===== config.mk =====
export PLATFORM = sky130hd
export DESIGN_NAME = uart_tx_fsm
export DESIGN_NICKNAME = d
export VERILOG_FILES = /design/src/rtl/uart_tx_fsm.sv
export SDC_FILE = /design/constraint.sdc
export NUM_CORES = 1
export LEC_CHECK = 0
export ABC_AREA = 1
export BUFFER_PORTS_ARGS = -buffer_cell sky130_fd_sc_hd__buf_4
export CAP_MARGIN = 5
export CORE_UTILIZATION = 56
export CTS_CLUSTER_SIZE = 16
export DETAILED_ROUTE_END_ITERATION = 7
export GPL_ROUTABILITY_DRIVEN = 0
export HOLD_SLACK_MARGIN = 0.1
export PLACE_DENSITY = 0.92
export SYNTH_ARGS = -nofsm -noshare
export SYNTH_HDL_FRONTEND = slang
export SYNTH_SLANG_ARGS = --single-unit

===== constraint.sdc =====
create_clock -name clk -period 5 [get_ports clk]
set_input_delay 0.75 -clock clk [delete_from_list [all_inputs] [get_ports clk]]
set_output_delay 0.75 -clock clk [all_outputs]
set_load 0.02 [all_outputs]

===== src/rtl/uart_tx_fsm.sv =====
// UART transmit sequencer: steps start/data/parity/stop on baud_tick,
// steers the external shift register and pops one FIFO entry per frame.
module uart_tx_fsm #(
    parameter int OVERSAMPLE = 16,
    parameter int STOP_BITS  = 1
) (
    input  logic       clk,
    input  logic       rst,
    input  logic       baud_tick,
    input  logic       parity_bit_mode,
    input  logic       fifo_empty,
    input  logic       start_bit,
    input  logic       data_on_trans,
    input  logic       parity_bit,
    input  logic       stop_bit,
    output logic [3:0] ctrl_shift_register,
    output logic [3:0] tick_count,
    output logic       fifo_rd,
    output logic       tx_busy,
    output logic       tx_done,
    output logic       tx_err
);

    typedef enum logic [2:0] {
        S_IDLE,
        S_START,
        S_DATA,
        S_PARITY,
        S_STOP
    } state_e;

    localparam logic [3:0] LAST_SAMPLE = 4'(OVERSAMPLE - 1);
    localparam logic       LAST_STOP   = 1'(STOP_BITS - 1);

    state_e     state_q, state_d;
    logic [3:0] sample_q, sample_d;
    logic [3:0] tick_q, tick_d;
    logic [3:0] ctrl_q, ctrl_d;
    logic       stop_q, stop_d;
    logic       par_q, par_d;
    logic       busy_q, busy_d;
    logic       bit_end;
    logic       flag_ok;

    assign bit_end = baud_tick && (sample_q == LAST_SAMPLE);

    always_comb begin
        flag_ok = 1'b1;
        unique case (state_q)
            S_START:  flag_ok = start_bit;
            S_DATA:   flag_ok = data_on_trans;
            S_PARITY: flag_ok = parity_bit;
            S_STOP:   flag_ok = stop_bit;
            default:  flag_ok = 1'b1;
        endcase
    end

    always_comb begin
        state_d = state_q;
        tick_d  = tick_q;
        stop_d  = stop_q;
        par_d   = par_q;
        fifo_rd = 1'b0;
        tx_done = 1'b0;
        tx_err  = 1'b0;
        unique case (state_q)
            S_IDLE: begin
                if (!fifo_empty) begin
                    state_d = S_START;
                    par_d   = parity_bit_mode;
                end
            end
            S_START: begin
                if (bit_end) begin
                    state_d = S_DATA;
                    tick_d  = 4'd1;
                end
            end
            S_DATA: begin
                if (bit_end) begin
                    if (tick_q < 4'd8) begin
                        tick_d = tick_q + 4'd1;
                    end else begin
                        tick_d  = 4'd0;
                        state_d = par_q ? S_PARITY : S_STOP;
                    end
                end
            end
            S_PARITY: begin
                if (bit_end) begin
                    state_d = S_STOP;
                end
            end
            S_STOP: begin
                if (bit_end) begin
                    if (stop_q == LAST_STOP) begin
                        stop_d  = 1'b0;
                        state_d = S_IDLE;
                        fifo_rd = 1'b1;
                        tx_done = 1'b1;
                    end else begin
                        stop_d = stop_q + 1'b1;
                    end
                end
            end
            default: state_d = S_IDLE;
        endcase
        // A missing stage flag overrides any normal exit, including the pop.
        if (bit_end && !flag_ok) begin
            state_d = S_IDLE;
            tick_d  = 4'd0;
            stop_d  = 1'b0;
            fifo_rd = 1'b0;
            tx_done = 1'b0;
            tx_err  = 1'b1;
        end
    end

    always_comb begin
        sample_d = sample_q;
        if (state_d != state_q || state_q == S_IDLE) begin
            sample_d = 4'd0;
        end else if (baud_tick) begin
            sample_d = bit_end ? 4'd0 : sample_q + 4'd1;
        end
    end

    always_comb begin
        ctrl_d = 4'b0000;
        unique case (state_d)
            S_START:  ctrl_d = 4'b0001;
            S_DATA:   ctrl_d = 4'b0010;
            S_PARITY: ctrl_d = 4'b0100;
            S_STOP:   ctrl_d = 4'b1000;
            default:  ctrl_d = 4'b0000;
        endcase
        busy_d = (state_d != S_IDLE);
    end

    always_ff @(posedge clk or posedge rst) begin
        if (rst) begin
            state_q  <= S_IDLE;
            sample_q <= 4'd0;
            tick_q   <= 4'd0;
            stop_q   <= 1'b0;
            par_q    <= 1'b0;
            ctrl_q   <= 4'b0000;
            busy_q   <= 1'b0;
        end else begin
            state_q  <= state_d;
            sample_q <= sample_d;
            tick_q   <= tick_d;
            stop_q   <= stop_d;
            par_q    <= par_d;
            ctrl_q   <= ctrl_d;
            busy_q   <= busy_d;
        end
    end

    assign ctrl_shift_register = ctrl_q;
    assign tick_count          = tick_q;
    assign tx_busy             = busy_q;

endmodule

==> summary.txt, run 1 <==
Outcome -> completed
Synth top area cells -> dfrtp_1 (45%), nand2_1 (7.5%), nand3_1 (6.3%), inv_1 (5.9%), nor2_1 (5.1%)
Area of the core -> 0.00154 mm²
Mapped Cells -> 119
Max cap viols -> 0
Post-synth top area cell -> dfrtp_1
Worst setup SP type -> flip-flop
Crit Reg-Reg Endpoint -> sample_q[1]
Post-synth top area share -> 0.447
Post-CTS Resized -> 0
Maximum clock frequency -> 0.335 GHz
Least-Margin Pin Slew -> 0.663 ns
Fillers -> 126
Detailed-route vias per instance -> 5.72
Synth warnings -> 0
Die Wd -> 43.2 µm
Final worst setup slack -> 2.02 ns
CTS tree -> yes
Post-DP HPWL -> 1650 µm
Pins over their slew limit -> 0
Crit path from -> sample_q[1]
Distinct cells, synth -> 25
Row count -> 14
R2r setup slk -> 2.79 ns
Fin crit share -> 0.597
DRT iter0 DRCs -> 35
Final core occ -> 0.735
Worst IR Drop VDD -> 0.189 mV
CP Class -> flip-flop to output pin
Crit. End Element -> output pin
Fin. Hold Viols -> 0
Vias in the first global route -> 904
Crit path capture -> fifo_rd
RSZ-0062 raised after global routing -> no
ANT nets after route -> 0
Mapped Nets -> 130
# hold bufs at CTS -> 0
# DRC -> 0
Synth Area per Inst -> 7.99 µm²
Root buffer cell -> clkbuf_4
Minimum clock period -> 2.98 ns
Critical Path Fanout Max -> 11
Number of diodes -> 0
Sink Count -> 17
Vias -> 898
First-pass GRT wire length -> 3680 µm
Full die area -> 0.00187 mm²
Total Power -> 0.000301 W
Synth-to-Final Area Change -> 19.1%
Max Clock Skew -> 0.00811 ns
Hold_ws -> 0.534 ns
Number of synthesized register bits -> 17
Die H -> 43.2 µm
Fin nets -> 153
Num CTS Buffers -> 3
CP arrival -> 2.23 ns
Sequential element share of the synthesized area -> 0.447
Min-Delay Path Class -> input port to asynchronous set/reset pin
Port Buf Inserts -> 20
Reg-to-Reg Start -> sample_q[1]
Gr ovfl total -> 0
Setup TNS -> 0 ns
CTS max path bufs -> 2
Ports -> 21
CTS clk-pin slew, worst paths -> 0.10 ns
# H-tree levels -> 1
Initial antenna violation count -> 0
# setup viols final -> 0
Post-CTS Setup Bufs -> 0
CP Data Required Time -> 4.25 ns
Synthesized area -> 951 µm²
Setup WS pre-CTS -> 2.05 ns
Worst r2r path cells -> 11
Power Dens Cells -> 265 mW/mm²
WL final -> 2150 µm
Initial core utilization -> 0.617
Leakage Power -> 0.618 nW
GRT Overall Usage -> 0.268
Clock latency on the worst-skew pair -> 0.29 ns
Slew Limit Headroom -> 0.556
First drt pass iteration count -> 4
Pin count of the biggest net entering global routing -> 18
Post-DR wirelength/cell -> 13.7 µm
Layout cell share with drive strength beyond 1 -> 0.270
## logic make-up after synthesis
kind of cell / synth area share
simple gates: 0.318
mux: 0.0224
buf+inv: 0.0908
flops: 0.447
fa+ha+maj: 0.0263
xor+xnor: 0.0184
compound gates: 0.0763
## how the worst min path moves through the flow
stage | startpoint | to
floorplan | par_q | par_q
global placement | par_q | par_q
detailed placement | par_q | par_q
CTS | rst | sample_q[3]
global route | par_q | par_q
finish | rst | sample_q[3]
## Yosys cell counts
cell type	n
xor2_1	2
buf_4	2
nor3_2	1
nand2_2	3
nand3_2	2
mux2i_1	1
inv_1	15
nand2_1	19
nand4_1	4
o21ai_1	1
inv_2	4
o22ai_1	1
nor4_1	1
nand3_1	12
nor2_2	3
dfrtp_1	17
ha_1	2
o21ai_0	6
nand2_4	1
a21oi_1	5
a31oi_1	1
nor3_1	1
nor2_1	13
nand3b_1	1
mux2_2	1
## metrics by stage
stage | cell area [µm²] | std cells
CTS | 1130 | 157
floorplan | 951 | 119
global placement | 1110 | 153
finish | 1130 | 157
detailed placement | 1110 | 153
global route | 1130 | 157
## cells in the final DEF, fill, tap and decap left out, drive strengths merged
master	count
a21oi	5
a31oi	1
buf	20
clkbuf	4
dfrtp	17
ha	2
inv	19
mux2	1
mux2i	1
nand2	23
nand3	14
nand3b	1
nand4	4
nor2	16
nor3	2
nor4	1
o21ai	7
o22ai	1
xor2	2
## state kept, by name, indices dropped and copies added, names as in the netlist
signal	cells
ctrl_shift_register	4
par_q	1
sample_q	4
state_q	3
tick_count	4
tx_busy	1
## worst max-delay path: stages, from the launching register on
cell,delay [ns]
dfrtp_1,0.40
ha_1,0.16
nand2_1,0.09
nor2_1,0.52
inv_1,0.21
nor4_1,0.35
buf_4,0.21
## cell type report
type	count	area, µm²	share of cell area
multi-input cells	81	439	0.388
flip-flops and latches	17	425	0.376
repair buffers	20	150	0.133
inverters	19	71.3	0.0630
clock buffers	4	26.3	0.0232
well taps	16	20.0	0.0177
## per-layer routing
| metal | GRT usage | wire (µm) | vias up |
|---|---|---|---|
| met1 | 0.340 | 871 | 420 |
| met5 | 0 | 0 | - |
| li1 | - | - | 431 |
| met4 | 0.121 | 30 | 0 |
| met2 | 0.442 | 1100 | 42 |
| met3 | 0.0468 | 151 | 5 |
## report_power, final
group | internal (W) | total (W) | leakage, nW | switching (W)
clock | 0.0000311 | 0.0000729 | 0.0150 | 0.0000419
combinational | 0.0000267 | 0.0000620 | 0.395 | 0.0000353
sequential | 0.000152 | 0.000166 | 0.209 | 0.0000133
Power figures use the tool's default switching activity.
==> run 2: changes to the inputs <==
- CORE_UTILIZATION: 56 -> 47
- PLACE_DENSITY: 0.92 -> 0.83
- clock period: 5 -> 2.7 ns (I/O delays scaled with it)
==> summary.txt, run 2 (synthesis results as in run 1) <==
Worst setup SP type -> flip-flop
Register Area -> 425 µm² (unchanged)
Crit. End Element -> output pin
CTS tree -> yes
Sink Count -> 17 (unchanged)
Reg-to-Reg Start -> sample_q[0]
Worst r2r path cells -> 13 (+2)
Full die area -> 0.00221 mm² (+18%)
Row count -> 15 (+1)
Post-DR wirelength/cell -> 11.8 µm (-14%)
Die H -> 47.0 µm (+8.7%)
CTS clk-pin slew, worst paths -> 0.10 ns (about the same)
First-pass GRT wire length -> 3110 µm (-16%)
Most common cell after layout, fill and taps aside -> buf_4
Detailed-route vias per instance -> 5.40 (-5.7%)
Max cap viols -> 0 (unchanged)
Pins over their slew limit -> 0 (unchanged)
Worst IR Drop VDD -> 0.339 mV (+79%)
RSZ-0062 raised after global routing -> no
Minimum clock period -> 2.25 ns
Area of the core -> 0.00180 mm² (+17%)
Leakage Power -> 0.626 nW (+1.3%)
CP arrival -> 1.84 ns (-0.39 ns)
# hold bufs at CTS -> 0 (unchanged)
WL final -> 1970 µm (-8.5%)
Fin. Hold Viols -> 0 (unchanged)
Vias in the first global route -> 760 (-16%)
First drt pass iteration count -> 4 (unchanged)
Gr ovfl total -> 0 (unchanged)
Post-CTS Resized -> 0 (unchanged)
Crit Reg-Reg Endpoint -> sample_q[3]
Power Dens Cells -> 478 mW/mm² (+80%)
Post-CTS Setup Bufs -> 0 (unchanged)
Multi-input gate area -> 439 µm² (unchanged)
DRT iter0 DRCs -> 44 (+26%)
Num CTS Buffers -> 3 (unchanged)
Least-Margin Pin Slew -> 0.624 ns (-0.0391 ns)
Layout cell share with drive strength beyond 1 -> 0.282 (+0.0122)
# DRC -> 0 (unchanged)
Clock latency on the worst-skew pair -> 0.29 ns (about the same)
Root buffer cell -> clkbuf_4
Vias -> 901 (+0.33%)
Setup TNS -> 0 ns (unchanged)
Max Clock Skew -> 0.00122 ns (-0.00689 ns)
Outcome -> completed
Synth-to-Final Area Change -> 21.2%
CTS max path bufs -> 2 (unchanged)
Fillers -> 171 (+36%)
Critical Path Fanout Max -> 11 (unchanged)
Pin count of the biggest net entering global routing -> 18 (unchanged)
Port Buf Inserts -> 20 (unchanged)
Fin nets -> 154 (+0.65%)
Post-DP HPWL -> 1470 µm (-11%)
Initial core utilization -> 0.528 (-0.0891)
Ports -> 21 (unchanged)
Commonest cells after routing, fill and taps aside -> buf_4 (21), nand2_1 (19), dfrtp_1 (17)
Maximum clock frequency -> 0.445 GHz
Initial antenna violation count -> 0 (unchanged)
CP Class -> flip-flop to output pin
Total Power -> 0.000550 W (+83%)
Min-Delay Path Class -> input port to asynchronous set/reset pin
CP Data Required Time -> 2.30 ns (-1.95 ns)
Fin crit share -> 0.833
Die Wd -> 47.0 µm (+8.7%)
# setup viols final -> 0 (unchanged)
ANT nets after route -> 0 (unchanged)
# H-tree levels -> 1 (unchanged)
GRT Overall Usage -> 0.208 (-0.0596)
R2r setup slk -> 0.88 ns (-1.91 ns)
Slew Limit Headroom -> 0.583 (+0.0272)
Number of diodes -> 0 (unchanged)
## run 2: cell types whose count changed in the layout (fill, tap and decap cells not counted)
cell / before / now
buf_4: 20 / 21
clkbuf_1: 1 / 0
clkinv_2: 0 / 1
## run 2: worst max-delay path by stage
| stage | startpoint | to | cells past startpoint |
|---|---|---|---|
| after floorplan | sample_q[0] | tx_done | 7 |
| after global placement | baud_tick | fifo_rd | 7 |
| after detailed placement | sample_q[0] | fifo_rd | 7 |
| after CTS | sample_q[0] | fifo_rd | 7 |
| after global routing | sample_q[1] | fifo_rd | 7 |
| final | sample_q[0] | fifo_rd | 7 |
## run 2: area by class of cell
class	instances	share of cell area
clock buffers	3	0.0195
clock inverters	1	0.00434
inverters	19	0.0619
multi-input cells	81	0.381
flip-flops and latches	17	0.369
well taps	25	0.0271
repair buffers	21	0.137
## run 2: power breakdown
group / total [W] / internal, W / switching, W
clock: 0.000137 / 0.0000552 / 0.0000815
combinational: 0.000107 / 0.0000488 / 0.0000582
sequential: 0.000307 / 0.000282 / 0.0000246
total: 0.000550 / 0.000386 / 0.000164
## run 2: worst max-delay path: stages (launching register included)
cell	delay, ns
dfrtp_1	0.38
ha_1	0.15
nand2_1	0.09
nor2_1	0.10
buf_4	0.18
inv_1	0.09
nor4_1	0.34
buf_4	0.21
## run 2: metrics by stage
step / instances / utilization / hold WS, ns / cell area, µm² / worst slack [ns]
6_report: 167 / 0.640 / 0.182 / 1150 / 0.451
4_1_cts: 167 / 0.640 / 0.203 / 1150 / 0.431
5_1_grt: 167 / 0.640 / 0.238 / 1150 / 0.298
2_1_floorplan: 119 / - / 0.331 / 951 / 0.380
3_3_place_gp: 163 / 0.624 / 0.514 / 1120 / 0.891
3_5_place_dp: 163 / 0.624 / 0.527 / 1120 / 0.783
## run 2: per-layer routing
layer / up-vias / GRT usage / wire, µm
met5: - / 0 / 0
met4: 0 / 0.137 / 65
met3: 10 / 0.0115 / 97
met2: 43 / 0.358 / 1010
met1: 413 / 0.251 / 794
li1: 435 / - / -
